`config.mk`:
```
export PLATFORM = sky130hd
export DESIGN_NAME = mips_multicycle_ctrl_flat
export DESIGN_NICKNAME = d
export VERILOG_FILES = /design/src/rtl/mips_multicycle_ctrl_pkg.sv /design/src/rtl/mips_multicycle_ctrl_if.sv /design/src/rtl/mips_multicycle_ctrl_alu_decoder.sv /design/src/rtl/mips_multicycle_ctrl.sv /design/src/flat_wrapper.sv
export SDC_FILE = /design/constraint.sdc
export NUM_CORES = 1
export LEC_CHECK = 0
export CAP_MARGIN = 20
export CORE_MARGIN = 2
export CORE_UTILIZATION = 44
export DETAILED_ROUTE_END_ITERATION = 6
export GPL_ROUTABILITY_DRIVEN = 0
export PLACE_DENSITY_LB_ADDON = 0.15
export SYNTH_ARGS = -nofsm -noshare
export SYNTH_HDL_FRONTEND = slang
export SYNTH_SLANG_ARGS = --single-unit
```
`constraint.sdc`:
```
create_clock -name clk -period 2.3 [get_ports clk]
set_input_delay 0.23 -clock clk [delete_from_list [all_inputs] [get_ports clk]]
set_output_delay 0.23 -clock clk [all_outputs]
set_load 0.02 [all_outputs]
```
`src/rtl/mips_multicycle_ctrl_pkg.sv`:
```
// Shared types and encodings for the multicycle MIPS controller.
// MULDIV_EN adds the mul/div funct codes and the MD_WAIT state.
package mips_ctrl_pkg;

  typedef enum logic [3:0] {
    S_FETCH,
    S_DECODE,
    S_MEMADR,
    S_MEMRD,
    S_MEMWB,
    S_MEMWR,
    S_RTYPE_EX,
    S_ALU_WB,
    S_IMM_WB,
    S_ADDI_EX,
    S_LOGI_EX,
    S_BRANCH,
`ifdef MULDIV_EN
    S_MD_WAIT,
`endif
    S_JUMP
  } state_t;

  typedef enum logic [3:0] {
    ALU_ADD   = 4'd0,
    ALU_AND   = 4'd1,
    ALU_NOR   = 4'd2,
    ALU_OR    = 4'd3,
    ALU_SLT   = 4'd4,
    ALU_SLL   = 4'd5,
    ALU_SRL   = 4'd6,
    ALU_SUB   = 4'd7,
    ALU_DIV   = 4'd8,
    ALU_MUL   = 4'd9,
    ALU_EQ    = 4'd10,
    ALU_NE    = 4'd11,
    ALU_PASSB = 4'd12,
    ALU_LUI   = 4'd14
  } alu_ctl_t;

  localparam logic [5:0] OP_RTYPE = 6'h00;
  localparam logic [5:0] OP_J     = 6'h02;
  localparam logic [5:0] OP_BEQ   = 6'h04;
  localparam logic [5:0] OP_BNE   = 6'h05;
  localparam logic [5:0] OP_ADDI  = 6'h08;
  localparam logic [5:0] OP_ANDI  = 6'h0C;
  localparam logic [5:0] OP_ORI   = 6'h0D;
  localparam logic [5:0] OP_LUI   = 6'h0F;
  localparam logic [5:0] OP_LW    = 6'h23;
  localparam logic [5:0] OP_SW    = 6'h2B;

  localparam logic [5:0] FUNCT_SLL = 6'h00;
  localparam logic [5:0] FUNCT_SRL = 6'h02;
  localparam logic [5:0] FUNCT_MUL = 6'h18;
  localparam logic [5:0] FUNCT_DIV = 6'h1A;
  localparam logic [5:0] FUNCT_ADD = 6'h20;
  localparam logic [5:0] FUNCT_SUB = 6'h22;
  localparam logic [5:0] FUNCT_AND = 6'h24;
  localparam logic [5:0] FUNCT_OR  = 6'h25;
  localparam logic [5:0] FUNCT_NOR = 6'h27;
  localparam logic [5:0] FUNCT_SLT = 6'h2A;

  localparam logic [1:0] SRCA_PC    = 2'd0;
  localparam logic [1:0] SRCA_A     = 2'd1;
  localparam logic [1:0] SRCA_SHAMT = 2'd2;

  localparam logic [1:0] SRCB_B      = 2'd0;
  localparam logic [1:0] SRCB_FOUR   = 2'd1;
  localparam logic [1:0] SRCB_IMM    = 2'd2;
  localparam logic [1:0] SRCB_IMM_SH = 2'd3;

  localparam logic [1:0] PCSRC_ALU    = 2'd0;
  localparam logic [1:0] PCSRC_ALUOUT = 2'd1;
  localparam logic [1:0] PCSRC_JUMP   = 2'd2;

  typedef struct packed {
    logic       iord;
    logic       mem_write;
    logic       ir_write;
    logic       reg_dst;
    logic       mem_to_reg;
    logic       reg_write;
    logic [1:0] alu_src_a;
    logic [1:0] alu_src_b;
    logic [3:0] alu_ctl;
    logic [1:0] pc_src;
    logic       pc_write;
    logic       illegal_op;
  } ctrl_out_t;

endpackage

```
`src/rtl/mips_multicycle_ctrl_if.sv`:
```
// Controller <-> datapath bundle. Master = controller, slave = datapath.
// dbg_state mirrors the FSM state register for observation.
interface mips_multicycle_ctrl_if;
  import mips_ctrl_pkg::*;

  logic [5:0] Op;
  logic [5:0] Funct;
  logic       Zero;
  logic       IorD;
  logic       MemWrite;
  logic       IRWrite;
  logic       RegDst;
  logic       MemtoReg;
  logic       RegWrite;
  logic [1:0] ALUSrcA;
  logic [1:0] ALUSrcB;
  logic [3:0] ALUControl;
  logic [1:0] PCSrc;
  logic       PCWrite;
  logic       IllegalOp;
  state_t     dbg_state;

  modport master (
    input  Op, Funct, Zero,
    output IorD, MemWrite, IRWrite, RegDst, MemtoReg, RegWrite,
           ALUSrcA, ALUSrcB, ALUControl, PCSrc, PCWrite, IllegalOp, dbg_state
  );

  modport slave (
    output Op, Funct, Zero,
    input  IorD, MemWrite, IRWrite, RegDst, MemtoReg, RegWrite,
           ALUSrcA, ALUSrcB, ALUControl, PCSrc, PCWrite, IllegalOp, dbg_state
  );
endinterface

```
`src/rtl/mips_multicycle_ctrl_alu_decoder.sv`:
```
// Combinational Op/Funct -> ALUControl, plus a flag saying the R-type Funct is supported.
// MULDIV_EN makes mul (0x18) and div (0x1A) legal.
module mips_alu_decoder
  import mips_ctrl_pkg::*;
(
  input  logic [5:0] i_op,
  input  logic [5:0] i_funct,
  output alu_ctl_t   o_alu_ctl,
  output logic       o_funct_legal
);

  always_comb begin
    o_alu_ctl     = ALU_ADD;
    o_funct_legal = 1'b0;
    case (i_op)
      OP_RTYPE: begin
        o_funct_legal = 1'b1;
        case (i_funct)
          FUNCT_ADD: o_alu_ctl = ALU_ADD;
          FUNCT_SUB: o_alu_ctl = ALU_SUB;
          FUNCT_AND: o_alu_ctl = ALU_AND;
          FUNCT_OR:  o_alu_ctl = ALU_OR;
          FUNCT_NOR: o_alu_ctl = ALU_NOR;
          FUNCT_SLT: o_alu_ctl = ALU_SLT;
          FUNCT_SLL: o_alu_ctl = ALU_SLL;
          FUNCT_SRL: o_alu_ctl = ALU_SRL;
`ifdef MULDIV_EN
          FUNCT_MUL: o_alu_ctl = ALU_MUL;
          FUNCT_DIV: o_alu_ctl = ALU_DIV;
`endif
          default:   o_funct_legal = 1'b0;
        endcase
      end
      OP_BEQ:  o_alu_ctl = ALU_EQ;
      OP_BNE:  o_alu_ctl = ALU_NE;
      OP_ANDI: o_alu_ctl = ALU_AND;
      OP_ORI:  o_alu_ctl = ALU_OR;
      OP_LUI:  o_alu_ctl = ALU_LUI;
      default: o_alu_ctl = ALU_ADD;
    endcase
  end

endmodule

```
`src/rtl/mips_multicycle_ctrl.sv`:
```
// Moore FSM sequencing the multicycle MIPS datapath.
// MULDIV_EN adds mul/div with an MD_CYCLES-long hold in MD_WAIT.
module mips_multicycle_ctrl
  import mips_ctrl_pkg::*;
#(
  parameter int unsigned MD_CYCLES = 4
) (
  input  logic                   clk,
  input  logic                   reset,
  mips_multicycle_ctrl_if.master bus
);

  if (MD_CYCLES < 1 || MD_CYCLES > 15) begin : g_md_cycles_range
    $error("MD_CYCLES must be in 1..15");
  end

  state_t    r_state;
  state_t    w_next;
  ctrl_out_t w_out;
  alu_ctl_t  w_alu_ctl;
  logic      w_funct_legal;
  logic      w_is_shift;

  mips_alu_decoder u_alu_dec (
    .i_op          (bus.Op),
    .i_funct       (bus.Funct),
    .o_alu_ctl     (w_alu_ctl),
    .o_funct_legal (w_funct_legal)
  );

  assign w_is_shift = (bus.Funct == FUNCT_SLL) || (bus.Funct == FUNCT_SRL);

`ifdef MULDIV_EN
  localparam logic [3:0] MD_LOAD = 4'(MD_CYCLES - 1);
  logic [3:0] r_md_cnt;
  logic       w_is_muldiv;

  assign w_is_muldiv = (bus.Funct == FUNCT_MUL) || (bus.Funct == FUNCT_DIV);

  always_ff @(posedge clk) begin
    if (reset)
      r_md_cnt <= '0;
    else if (r_state == S_RTYPE_EX)
      r_md_cnt <= MD_LOAD;
    else if (r_state == S_MD_WAIT && r_md_cnt != '0)
      r_md_cnt <= r_md_cnt - 4'd1;
  end
`endif

  always_ff @(posedge clk) begin
    if (reset) r_state <= S_FETCH;
    else       r_state <= w_next;
  end

  always_comb begin
    w_out  = '0;
    w_next = S_FETCH;
    case (r_state)
      S_FETCH: begin
        w_out.ir_write  = 1'b1;
        w_out.alu_src_b = SRCB_FOUR;
        w_out.pc_write  = 1'b1;
        w_next          = S_DECODE;
      end
      S_DECODE: begin
        w_out.alu_src_b = SRCB_IMM_SH;
        case (bus.Op)
          OP_LW, OP_SW:             w_next = S_MEMADR;
          OP_BEQ, OP_BNE:           w_next = S_BRANCH;
          OP_ADDI:                  w_next = S_ADDI_EX;
          OP_ANDI, OP_ORI, OP_LUI:  w_next = S_LOGI_EX;
          OP_J:                     w_next = S_JUMP;
          OP_RTYPE: begin
            if (w_funct_legal) w_next = S_RTYPE_EX;
            else               w_out.illegal_op = 1'b1;
          end
          default:                  w_out.illegal_op = 1'b1;
        endcase
      end
      S_MEMADR: begin
        w_out.alu_src_a = SRCA_A;
        w_out.alu_src_b = SRCB_IMM;
        w_next          = (bus.Op == OP_SW) ? S_MEMWR : S_MEMRD;
      end
      S_MEMRD: begin
        w_out.iord = 1'b1;
        w_next     = S_MEMWB;
      end
      S_MEMWB: begin
        w_out.mem_to_reg = 1'b1;
        w_out.reg_write  = 1'b1;
      end
      S_MEMWR: begin
        w_out.iord      = 1'b1;
        w_out.mem_write = 1'b1;
      end
      S_RTYPE_EX: begin
        w_out.alu_src_a = w_is_shift ? SRCA_SHAMT : SRCA_A;
        w_out.alu_src_b = SRCB_B;
        w_out.alu_ctl   = w_alu_ctl;
        w_next          = S_ALU_WB;
`ifdef MULDIV_EN
        if (w_is_muldiv) w_next = S_MD_WAIT;
`endif
      end
`ifdef MULDIV_EN
      S_MD_WAIT: begin
        w_out.alu_src_a = SRCA_A;
        w_out.alu_src_b = SRCB_B;
        w_out.alu_ctl   = w_alu_ctl;
        w_next          = (r_md_cnt == '0) ? S_ALU_WB : S_MD_WAIT;
      end
`endif
      S_ALU_WB: begin
        w_out.reg_dst   = 1'b1;
        w_out.reg_write = 1'b1;
      end
      S_IMM_WB: w_out.reg_write = 1'b1;
      S_ADDI_EX, S_LOGI_EX: begin
        w_out.alu_src_a = SRCA_A;
        w_out.alu_src_b = SRCB_IMM;
        w_out.alu_ctl   = (r_state == S_LOGI_EX) ? w_alu_ctl : ALU_ADD;
        w_next          = S_IMM_WB;
      end
      S_BRANCH: begin
        w_out.alu_src_a = SRCA_A;
        w_out.alu_src_b = SRCB_B;
        w_out.alu_ctl   = w_alu_ctl;
        w_out.pc_src    = PCSRC_ALUOUT;
        w_out.pc_write  = bus.Zero;
      end
      S_JUMP: begin
        w_out.pc_src   = PCSRC_JUMP;
        w_out.pc_write = 1'b1;
      end
      default: w_next = S_FETCH;
    endcase
    // Reset aborts the current instruction: nothing may be written this cycle.
    if (reset) w_out = '0;
  end

  assign bus.IorD       = w_out.iord;
  assign bus.MemWrite   = w_out.mem_write;
  assign bus.IRWrite    = w_out.ir_write;
  assign bus.RegDst     = w_out.reg_dst;
  assign bus.MemtoReg   = w_out.mem_to_reg;
  assign bus.RegWrite   = w_out.reg_write;
  assign bus.ALUSrcA    = w_out.alu_src_a;
  assign bus.ALUSrcB    = w_out.alu_src_b;
  assign bus.ALUControl = w_out.alu_ctl;
  assign bus.PCSrc      = w_out.pc_src;
  assign bus.PCWrite    = w_out.pc_write;
  assign bus.IllegalOp  = w_out.illegal_op;
  assign bus.dbg_state  = r_state;

endmodule

```
`src/flat_wrapper.sv`:
```
// flat-port wrapper written by rule: the top's interface ports become plain ports
module mips_multicycle_ctrl_flat import mips_ctrl_pkg::*;
#(
  parameter int unsigned MD_CYCLES = 4
)
  (clk, reset, bus_Op, bus_Funct, bus_Zero, bus_IorD, bus_MemWrite, bus_IRWrite, bus_RegDst, bus_MemtoReg, bus_RegWrite, bus_ALUSrcA, bus_ALUSrcB, bus_ALUControl, bus_PCSrc, bus_PCWrite, bus_IllegalOp, bus_dbg_state);
  mips_multicycle_ctrl_if bus_i ();
  input  logic clk;
  input  logic reset;
  input wire logic [$bits(bus_i.Op)-1:0] bus_Op;
  input wire logic [$bits(bus_i.Funct)-1:0] bus_Funct;
  input wire logic [$bits(bus_i.Zero)-1:0] bus_Zero;
  output wire logic [$bits(bus_i.IorD)-1:0] bus_IorD;
  output wire logic [$bits(bus_i.MemWrite)-1:0] bus_MemWrite;
  output wire logic [$bits(bus_i.IRWrite)-1:0] bus_IRWrite;
  output wire logic [$bits(bus_i.RegDst)-1:0] bus_RegDst;
  output wire logic [$bits(bus_i.MemtoReg)-1:0] bus_MemtoReg;
  output wire logic [$bits(bus_i.RegWrite)-1:0] bus_RegWrite;
  output wire logic [$bits(bus_i.ALUSrcA)-1:0] bus_ALUSrcA;
  output wire logic [$bits(bus_i.ALUSrcB)-1:0] bus_ALUSrcB;
  output wire logic [$bits(bus_i.ALUControl)-1:0] bus_ALUControl;
  output wire logic [$bits(bus_i.PCSrc)-1:0] bus_PCSrc;
  output wire logic [$bits(bus_i.PCWrite)-1:0] bus_PCWrite;
  output wire logic [$bits(bus_i.IllegalOp)-1:0] bus_IllegalOp;
  output wire logic [$bits(bus_i.dbg_state)-1:0] bus_dbg_state;
  assign bus_i.Op = bus_Op;
  assign bus_i.Funct = bus_Funct;
  assign bus_i.Zero = bus_Zero;
  assign bus_IorD = bus_i.IorD;
  assign bus_MemWrite = bus_i.MemWrite;
  assign bus_IRWrite = bus_i.IRWrite;
  assign bus_RegDst = bus_i.RegDst;
  assign bus_MemtoReg = bus_i.MemtoReg;
  assign bus_RegWrite = bus_i.RegWrite;
  assign bus_ALUSrcA = bus_i.ALUSrcA;
  assign bus_ALUSrcB = bus_i.ALUSrcB;
  assign bus_ALUControl = bus_i.ALUControl;
  assign bus_PCSrc = bus_i.PCSrc;
  assign bus_PCWrite = bus_i.PCWrite;
  assign bus_IllegalOp = bus_i.IllegalOp;
  assign bus_dbg_state = bus_i.dbg_state;
  mips_multicycle_ctrl #(.MD_CYCLES(MD_CYCLES)) u_core (.clk(clk), .reset(reset), .bus(bus_i));
endmodule
```
==> out/metrics.csv, run 1 <==
stage,metric,value,unit
status,outcome,finished clean,
final_layout,"commonest cells after routing, fill and taps aside","buf_4 (28), clkdlybuf4s50_1 (27), nor2_1 (19)",
yosys,Post-synth EDFFs,0,
detailed_routing,via count,1127,
yosys,Cells after Synth,124,
detailed_routing,Routed WL,2580,um
detailed_routing,1st-pass router iterations,4,
yosys,Synth Net Count,139,
yosys,Mapped Area,788,sq um
timing,worst hold slack,0.599,ns
setup_path,worst reg2reg setup slack,0.83,ns
detailed_routing,vias per cell,5.42,
timing,Fin. Hold Viols,0,
floorplan,die width,46.3,um
final_layout,FILL cells,121,
final_layout,net total in the final layout,200,
placed_design,placed cells,204,
min_path,Hold Crit Class,flip-flop to flip-flop,
min_path,hold endpoint,u_core.bus.dbg_state[0],
final_layout,layout cells sized above 1,23.0,%
final_layout,max reg flops,4,
run,max cap viols,0,
global_route,pin count of the biggest net entering global routing,14,
power,Power Density,245,nW/um^2
detailed_routing,per-cell routed wire length,12.4,um
final_layout,Seq. cell area,80.1,sq um
cts,CTS Buf Count,3,
timing,worst clock skew,0.00832,ns
timing,fin crit share,95.3,%
yosys,#FFs+latches synth,4,
placed_design,post-DP HPWL,2090,um
setup_path,FF-to-FF path depth,5,
setup_path,crit end category,primary output,
yosys,synth unique cells,43,
floorplan,# rows,15,
power,Power Total,0.000333,W
timing,Worst-Margin Slew,0.531,ns
cts,CTS Buffer Depth,2,
final_layout,multi-input logic area,653,sq um
global_route,grt ovf,0,
yosys,Synth Warn #,0,
timing,setup ws final,0.107,ns
yosys,post-synthesis async set-or-reset flop share,0,%
power,cell leakage power,0.573,nW
min_path,WHS Path Cells,1,
setup_path,Critical Path Start Type,input pin,
placed_design,DP Area,1320,sq um
global_route,met2 usage,49.4,%
global_route,All-Layer GR Usage,26.0,%
global_route,vias in the first global route,1001,
global_route,GR peak layer,met2,
cts,clock-pin slew on the worst setup and hold paths,0.03,ns
yosys,"Seq/Total Area, Yosys",10.2,%
timing,Final setup viols,0,
final_layout,ant diodes,0,
cts,Post-CTS Hold Fix Bufs,0,
floorplan,Starting Density,46.2,%
setup_path,CP Data Required Time,2.07,ns
global_route,first-pass GRT wire length,4140,um
floorplan,die area,2150,sq um
timing,Slew headroom,64.1,%
cts,number of H-tree levels,1,
min_path,HP Start,u_core.bus.dbg_state[0],
floorplan,core area,1710,sq um
yosys,top post-synthesis cells by area,"dfxtp_1 (10%), nor2_1 (9.0%), nor2b_1 (7.9%), nor3_1 (5.1%), nand2_1 (4.8%)",
yosys,post-synth top area share,10.2,%
setup_path,max incr delay on CP,0.61,ns
setup_path,r2r startpoint,u_core.bus.dbg_state[2],
final_layout,Finished Layout Cells,208,
setup_path,Critical Path Fanout Max,9,
power,VDD IR max,177,uV
placed_design,Place WS,-0.183,ns
final_layout,synthesis-to-finish area growth,72.4,%
cts,clk_lat worst skew,0.24,ns
cts,clock sinks,4,
timing,clock period minus worst slack,2.19,ns
setup_path,endpoint of the worst-slack reg-to-reg timing path,u_core.bus.dbg_state[2],
setup_path,worst-path cell chain,"clkdlybuf4s50_1, buf_4, nor2b_1, nor2b_1, clkdlybuf4s50_1",
floorplan,I/O Pins,37,
detailed_routing,drt initial violations,21,
floorplan,Die Y,46.3,um
timing,fmax,456,MHz
global_route,met1 usage in global routing,30.6,%
global_route,met3 Usage GRT,2.35,%
setup_path,Buf/Inv on CP,3,
placed_design,IO buf count,36,
global_route,initial antenna violation count,0,
setup_path,Slowest cell on crit path,clkdlybuf4s50_1,
setup_path,CP Class,input pin to primary output,
setup_path,"delay-heaviest family, CP",buffers and inverters,
yosys,Yosys top cell by area,dfxtp_1,
yosys,Syn Area/Cell,6.36,sq um
timing,"Slew Viols, Final",0,
final_layout,Final Cell Area,1360,sq um
setup_path,"Arr. time, crit path",1.96,ns
cts,CTS tree,done,
final_layout,"commonest non-fill, non-tap cell in the layout",buf_4,
detailed_routing,drt drc,0,
detailed_routing,antenna-violating nets left,0,
setup_path,CP startpoint,reset,
cts,root buffer cell,clkbuf_4,
yosys,"Primary FF master, synth",dfxtp_1,
## repair_timing
item	4_1_cts	5_1_grt
buffers inserted	0	1
endpoints found under the setup margin	7	5
gates resized for setup	8	8
## synth_stat cells, drive strengths merged (3+ instances only)
| cell | count |
|---|---|
| dfxtp | 4 |
| nor3 | 9 |
| nor2b | 10 |
| nor4 | 3 |
| inv | 3 |
| o21ai | 13 |
| nor2 | 20 |
| nand2 | 10 |
| a21oi | 6 |
| nand3 | 7 |
| nand4 | 3 |
| buf | 6 |
| nand2b | 4 |
## through the flow
stage                     util [%]  setup TNS [ns]
final                         79.6               0
after floorplan                  -               0
after detailed placement      77.3          -0.936
after global placement        77.3          -0.713
after CTS                     78.0               0
after global routing          79.6        -0.00646
## layer usage
metal / wire (um) / up-vias
met5: 0 / -
met3: 85 / 2
met4: 7 / 0
met1: 1130 / 506
li1: - / 581
met2: 1360 / 38
## power breakdown
| part | total [W] | internal, W | switching [W] |
|---|---|---|---|
| Sequential | 0.0000768 | 0.0000720 | 0.00000480 |
| Combinational | 0.000170 | 0.0000871 | 0.0000832 |
| Clock | 0.0000858 | 0.0000583 | 0.0000276 |
## worst max path at each step
stage	endpoint	slack, ns	cells after the start
3_3_place_gp	bus_ALUControl[0]	-0.14	7
3_5_place_dp	bus_IllegalOp	-0.18	7
6_report	bus_PCSrc[0]	0.11	5
2_1_floorplan	bus_ALUControl[3]	0.51	4
4_1_cts	bus_IllegalOp	0.09	7
5_1_grt	bus_ALUSrcA[0]	-0.006	8
## cell families (layout without fill, tap and decap cells)
group / Yosys count / count (layout) / share of synthesized area (%)
flip-flops: 4 / 4 / 10.2
AND/OR/NAND/NOR: 75 / 75 / 51.4
XOR/XNOR: 1 / 1 / 1.11
buffers and inverters: 11 / 70 / 9.36
AO/OA/AOI/OAI: 33 / 33 / 27.9
## cell type report
cell class | count | area share [%]
multi-input cells | 109 | 48.1
repair buffers | 64 | 41.3
flip-flops and latches | 4 | 5.89
well taps | 25 | 2.30
clock buffers | 3 | 1.66
inverters | 3 | 0.829
(Power assumes the default switching activity.)
==> inputs of run 2 (changes only) <==
--- a/config.mk
+++ b/config.mk
@@ -6,7 +6,7 @@
 export NUM_CORES = 1
 export LEC_CHECK = 0
 export CAP_MARGIN = 20
-export CORE_MARGIN = 2
+export CORE_MARGIN = 8
 export CORE_UTILIZATION = 44
 export DETAILED_ROUTE_END_ITERATION = 6
 export GPL_ROUTABILITY_DRIVEN = 0
==> run 2 against run 1 <==
Sequential share of layout area is 0.091 points lower. Worst setup slack worse by 0.0094 ns. Clock power is 8.9% higher. Combinational power hardly changed. Worst hold slack worse by 0.0016 ns. Critical path depth is 2 higher. Clock skew is 0.0072 ns lower. Non-clock buffer count stayed put. Register-to-register slack better by 0.10 ns. Final cell count stayed put. First-iteration DRC count is 43% higher.
==> out/metrics.csv, run 2 (same netlist as run 1, synthesis figures left out) <==
stage,metric,value,unit,change
timing,Fin. Hold Viols,0,,unchanged
final_layout,max reg flops,4,,unchanged
placed_design,placed cells,205,,was 204
setup_path,"Arr. time, crit path",1.97,ns,was 1.96 ns
detailed_routing,antenna-violating nets left,0,,unchanged
timing,worst clock skew,0.00117,ns,was 0.00832 ns
power,Power Density,249,nW/um^2,was 245 nW/um^2
global_route,grt ovf,0,,unchanged
cts,Post-CTS Hold Fix Bufs,0,,unchanged
setup_path,max incr delay on CP,0.58,ns,was 0.61 ns
timing,RSZ-0062 raised after global routing,false,,
power,Comb power frac,50.3,%,was 51.1%
detailed_routing,vias per cell,5.45,,was 5.42
final_layout,synthesis-to-finish area growth,75.1,%,was 72.4%
timing,Slew headroom,68.0,%,was 64.1%
power,Clock power frac,27.2,%,was 25.8%
cts,CTS Buffer Depth,2,,unchanged
placed_design,DP Area,1330,sq um,was 1320 sq um
timing,Final setup viols,0,,unchanged
cts,CTS Buf Count,3,,unchanged
power,cell leakage power,0.584,nW,was 0.573 nW
timing,"Slew Viols, Final",0,,unchanged
timing,fin crit share,95.7,%,was 95.3%
final_layout,ant diodes,0,,unchanged
detailed_routing,drt drc,0,,unchanged
detailed_routing,1st-pass router iterations,4,,unchanged
cts,clock-pin slew on the worst setup and hold paths,0.04,ns,was 0.03 ns
cts,clk_lat worst skew,0.24,ns,about the same
cts,CTS tree,done,,unchanged
placed_design,IO buf count,36,,unchanged
cts,number of H-tree levels,1,,unchanged
setup_path,crit end category,primary output,,unchanged
timing,fmax,454,MHz,was 456 MHz
setup_path,CP Class,input pin to primary output,,unchanged
final_layout,net total in the final layout,200,,unchanged
cts,clock sinks,4,,unchanged
power,VDD IR max,260,uV,was 177 uV
floorplan,Die Y,58.3,um,was 46.3 um
global_route,first-pass GRT wire length,4410,um,was 4140 um
setup_path,Critical Path Fanout Max,6,,was 9
setup_path,Critical Path Start Type,input pin,,unchanged
final_layout,"commonest cells after routing, fill and taps aside","buf_4 (28), clkdlybuf4s50_1 (26), nor2_1 (19)",,"was buf_4 (28), clkdlybuf4s50_1 (27), nor2_1 (19)"
setup_path,Slowest cell on crit path,clkdlybuf4s50_1,,unchanged
detailed_routing,drt initial violations,30,,was 21
floorplan,# rows,15,,unchanged
setup_path,worst-path cell chain,"clkdlybuf4s50_1, nor4bb_2, a41oi_1, a21oi_2, o311ai_1, and3_1, clkdlybuf4s15_1",,"was clkdlybuf4s50_1, buf_4, nor2b_1, nor2b_1, clkdlybuf4s50_1"
global_route,initial antenna violation count,0,,unchanged
global_route,All-Layer GR Usage,16.0,%,was 26.0%
status,outcome,finished clean,,unchanged
min_path,Hold Crit Class,flip-flop to flip-flop,,unchanged
detailed_routing,via count,1134,,was 1127
power,Internal,0.000219,W,was 0.000217 W
detailed_routing,per-cell routed wire length,13.6,um,was 12.4 um
global_route,vias in the first global route,1089,,was 1001
final_layout,Final Cell Area,1380,sq um,was 1360 sq um
floorplan,die width,58.3,um,was 46.3 um
power,Seq pwr share,22.5,%,was 23.1%
final_layout,layout cells sized above 1,23.0,%,unchanged
final_layout,Finished Layout Cells,208,,unchanged
power,Switch Pwr,0.000124,W,was 0.000116 W
detailed_routing,Routed WL,2820,um,was 2580 um
setup_path,CP Data Required Time,2.07,ns,about the same
setup_path,Buf/Inv on CP,2,,was 3
floorplan,Starting Density,46.2,%,unchanged
cts,root buffer cell,clkbuf_4,,unchanged
setup_path,"delay-heaviest family, CP",buffers and inverters,,unchanged
floorplan,core area,1710,sq um,unchanged
global_route,pin count of the biggest net entering global routing,14,,unchanged
placed_design,post-DP HPWL,2310,um,was 2090 um
power,switching share of power,36.2,%,was 34.7%
timing,clock period minus worst slack,2.20,ns,was 2.19 ns
run,max cap viols,0,,unchanged
timing,Worst-Margin Slew,0.473,ns,was 0.531 ns
final_layout,"commonest non-fill, non-tap cell in the layout",buf_4,,unchanged
floorplan,I/O Pins,37,,unchanged
floorplan,die area,3400,sq um,was 2150 sq um
## run 2: changes by cell type in the layout (fill, tap and decap cells not counted), sizes merged
cell,previous run,this run
clkbuf,4,3
clkdlybuf4s15,1,2
clkdlybuf4s50,27,26
dlymetal6s2s,1,2
## run 2: timing repair
item | 4_1_cts | 5_1_grt
pin swaps | 0 | 0
resized for setup | 10 | 8
setup endpoints to repair | 7 | 6
buffers inserted | 0 | 0
## run 2: worst paths after layout
check,depth (start not counted),startpoint,endpoint,slack (ns)
hold / removal,1,u_core.bus.dbg_state[0],u_core.bus.dbg_state[0],0.60
hold reg to reg,1,u_core.bus.dbg_state[0],u_core.bus.dbg_state[0],0.60
setup / recovery,7,bus_Funct[0],bus_IllegalOp,0.1
setup reg to reg,5,u_core.bus.dbg_state[2],u_core.bus.dbg_state[2],0.93
## run 2: per-stage QoR
step / util (%) / hold WS, ns / TNS [ns] / power [W] / setup WS [ns]
floorplan: - / 0.412 / 0 / 0.000159 / 0.513
global placement: 77.7 / 0.565 / -0.821 / 0.000242 / -0.151
detailed placement: 77.7 / 0.573 / -1.09 / 0.000247 / -0.206
finish: 80.8 / 0.597 / 0 / 0.000343 / 0.0980
global route: 80.8 / 0.629 / 0 / 0.000366 / 0.00940
CTS: 79.2 / 0.583 / 0 / 0.000344 / 0.0455
## run 2: layout make-up
cell class	count	area [sq um]
multi-input cells	109	667
fillers	127	328
clock buffers	3	22.5
repair buffers	64	568
inverters	3	11.3
flip-flops and latches	4	80.1
well taps	25	31.3
## run 2: power by group through the flow
stage	logic, W	clock network [W]	registers [W]
floorplan	0.0000813	0	0.0000777
global placement	0.000165	0	0.0000776
detailed placement	0.000169	0	0.0000778
CTS	0.000169	0.0000978	0.0000766
global route	0.000185	0.000103	0.0000777
finish	0.000173	0.0000934	0.0000772
## run 2: metal layers
layer | global-route usage [%] | wire [um] | vias up
li1 | - | - | 577
met1 | 16.1 | 1160 | 500
met2 | 29.1 | 1390 | 51
met3 | 5.22 | 221 | 6
met4 | 6.99 | 50 | 0
met5 | 0 | 0 | -
==> inputs of run 3 (changes only) <==
--- a/config.mk
+++ b/config.mk
@@ -6,11 +6,12 @@
 export NUM_CORES = 1
 export LEC_CHECK = 0
 export CAP_MARGIN = 20
-export CORE_MARGIN = 8
+export CORE_MARGIN = 1
 export CORE_UTILIZATION = 44
 export DETAILED_ROUTE_END_ITERATION = 6
 export GPL_ROUTABILITY_DRIVEN = 0
 export PLACE_DENSITY_LB_ADDON = 0.15
+export SETUP_SLACK_MARGIN = 0.02
 export SYNTH_ARGS = -nofsm -noshare
 export SYNTH_HDL_FRONTEND = slang
 export SYNTH_SLANG_ARGS = --single-unit
==> run 3 against run 2 <==
The run now ends with negative setup slack left. Final area increased by 3.7%. Wire length rose by 32%. Via count is 18% higher. Combinational power is 12% higher. Global-route usage up 16 points. Critical path depth grew 1.
==> out/metrics.csv, run 3 (same netlist as run 1, synthesis figures left out) <==
stage,metric,value,unit,change
min_path,Hold Crit Class,flip-flop to flip-flop,,unchanged
final_layout,max reg flops,4,,unchanged
setup_path,CP Data Required Time,2.07,ns,about the same
floorplan,I/O Pins,37,,unchanged
final_layout,"commonest non-fill, non-tap cell in the layout",buf_4,,unchanged
global_route,initial antenna violation count,0,,unchanged
cts,clock-pin slew on the worst setup and hold paths,0.04,ns,about the same
power,Power Density,256,nW/um^2,was 249 nW/um^2
floorplan,Die Y,44.3,um,was 58.3 um
run,max cap viols,0,,unchanged
setup_path,CP Class,input pin to primary output,,unchanged
final_layout,net total in the final layout,202,,was 200
cts,clk_lat worst skew,0.25,ns,was 0.24 ns
floorplan,Starting Density,49.5,%,was 46.2%
setup_path,endpoint of the worst-slack reg-to-reg timing path,u_core.bus.dbg_state[2],,unchanged
timing,fin crit share,102,%,was 95.7%
setup_path,"Arr. time, crit path",2.11,ns,was 1.97 ns
global_route,pin count of the biggest net entering global routing,12,,was 14
floorplan,die width,44.3,um,was 58.3 um
cts,clock sinks,4,,unchanged
cts,CTS tree,done,,unchanged
setup_path,Critical Path Start Type,input pin,,unchanged
detailed_routing,drt initial violations,133,,was 30
detailed_routing,per-cell routed wire length,17.9,um,was 13.6 um
detailed_routing,Routed WL,3740,um,was 2820 um
timing,worst clock skew,0.00331,ns,was 0.00117 ns
detailed_routing,antenna-violating nets left,0,,unchanged
timing,Worst-Margin Slew,0.502,ns,was 0.473 ns
setup_path,Critical Path Fanout Max,4,,was 6
cts,root buffer cell,clkbuf_4,,unchanged
cts,Post-CTS Hold Fix Bufs,0,,unchanged
detailed_routing,1st-pass router iterations,5,,was 4
detailed_routing,vias per cell,6.40,,was 5.45
placed_design,post-DP HPWL,2190,um,was 2310 um
setup_path,crit end category,primary output,,unchanged
global_route,All-Layer GR Usage,32.1,%,was 16.0%
power,cell leakage power,0.637,nW,was 0.584 nW
timing,Slew headroom,66.1,%,was 68.0%
final_layout,"commonest cells after routing, fill and taps aside","buf_4 (30), clkdlybuf4s50_1 (23), nor2_1 (18)",,"was buf_4 (28), clkdlybuf4s50_1 (26), nor2_1 (19)"
final_layout,layout cells sized above 1,26.5,%,was 23.0%
floorplan,die area,1960,sq um,was 3400 sq um
final_layout,FILL cells,79,,was 127
power,Power Total,0.000366,W,was 0.000343 W
placed_design,IO buf count,36,,unchanged
final_layout,multi-input logic area,691,sq um,was 667 sq um
final_layout,Seq. cell area,82.6,sq um,was 80.1 sq um
final_layout,synthesis-to-finish area growth,81.6,%,was 75.1%
global_route,grt ovf,0,,unchanged
setup_path,r2r startpoint,u_core.bus.dbg_state[1],,was u_core.bus.dbg_state[2]
detailed_routing,via count,1337,,was 1134
timing,clock period minus worst slack,2.34,ns,was 2.20 ns
timing,Final setup viols,1,,was 0
timing,"Slew Viols, Final",0,,unchanged
detailed_routing,drt drc,0,,unchanged
floorplan,core area,1590,sq um,was 1710 sq um
final_layout,ant diodes,0,,unchanged
timing,setup ws final,-0.0404,ns,was 0.0980 ns
min_path,hold endpoint,u_core.bus.dbg_state[0],,unchanged
cts,CTS Buffer Depth,2,,unchanged
timing,fmax,427,MHz,was 454 MHz
min_path,WHS Path Cells,3,,was 1
setup_path,worst reg2reg setup slack,0.91,ns,was 0.93 ns
floorplan,# rows,14,,was 15
min_path,HP Start,u_core.bus.dbg_state[3],,was u_core.bus.dbg_state[0]
timing,Fin. Hold Viols,0,,unchanged
status,violated checks,negative setup slack,,
timing,worst hold slack,0.661,ns,was 0.597 ns
setup_path,FF-to-FF path depth,3,,was 5
global_route,vias in the first global route,1157,,was 1089
power,VDD IR max,219,uV,was 260 uV
placed_design,Place WS,-0.223,ns,was -0.206 ns
cts,CTS Buf Count,3,,unchanged
global_route,first-pass GRT wire length,4750,um,was 4410 um
cts,number of H-tree levels,1,,unchanged
status,outcome,"finished, violations left",,was finished clean
run 3: cell types whose count changed in the layout (fill, tap and decap cells not counted), sizes merged:
cell / change
dlygate4sd2: -1
dlymetal6s2s: +4
buf: +2
clkdlybuf4s50: -3
run 3: worst max-delay path: stages:
cell,delay [ns]
clkdlybuf4s50_1,0.51
nor2_2,0.22
buf_4,0.17
nand2_1,0.12
nor3_1,0.24
a21oi_1,0.09
nor2_1,0.17
dlygate4sd2_1,0.36
run 3: per-stage QoR:
step / area [sq um] / TNS, ns / cells / utilization [%]
after floorplan: 788 / 0 / 124 / -
after global placement: 1340 / -0.837 / 206 / 84.1
after detailed placement: 1340 / -1.28 / 206 / 84.1
after CTS: 1370 / 0 / 209 / 86.2
after global routing: 1430 / -0.0694 / 209 / 89.8
final: 1430 / -0.0404 / 209 / 89.8
run 3: report_power, final:
part	internal (W)	switching (W)
Clock	0.0000589	0.0000362
Sequential	0.0000720	0.00000606
Combinational	0.0000926	0.000101
Total	0.000223	0.000143
run 3: cell type report:
cell class                      count  area share [%]
Timing Repair Buffer               66            41.5
Inverter                            3           0.787
Tap cell                           24            2.10
Sequential cell                     4            5.77
Clock buffer                        3            1.57
Multi-Input combinational cell    109            48.3
run 3: timing repair:
| action | CTS | global route |
|---|---|---|
| setup endpoints to repair | 7 | 11 |
| resized for setup | 10 | 17 |
| buffers inserted | 0 | 0 |
| gates cloned | 0 | 0 |
| hold endpoints to repair | 0 | 0 |
run 3: worst max-delay path by stage:
| stage | startpoint | endpoint | slack (ns) |
|---|---|---|---|
| after floorplan | u_core.bus.dbg_state[1] | bus_ALUControl[3] | 0.51 |
| after global placement | bus_Op[0] | bus_ALUControl[3] | -0.18 |
| after detailed placement | bus_Funct[5] | bus_IllegalOp | -0.22 |
| after CTS | u_core.bus.dbg_state[0] | bus_ALUSrcB[1] | 0.02 |
| after global routing | bus_Op[2] | bus_ALUControl[0] | -0.05 |
| final | bus_Op[5] | bus_ALUControl[0] | -0.04 |
run 3: metal layers:
metal	track usage (%)	vias up	part of all wire [%]
met5	0	-	0
met4	17.0	0	7.7
met3	5.31	47	9.6
met2	59.4	131	47
met1	34.3	581	35
li1	-	578	-
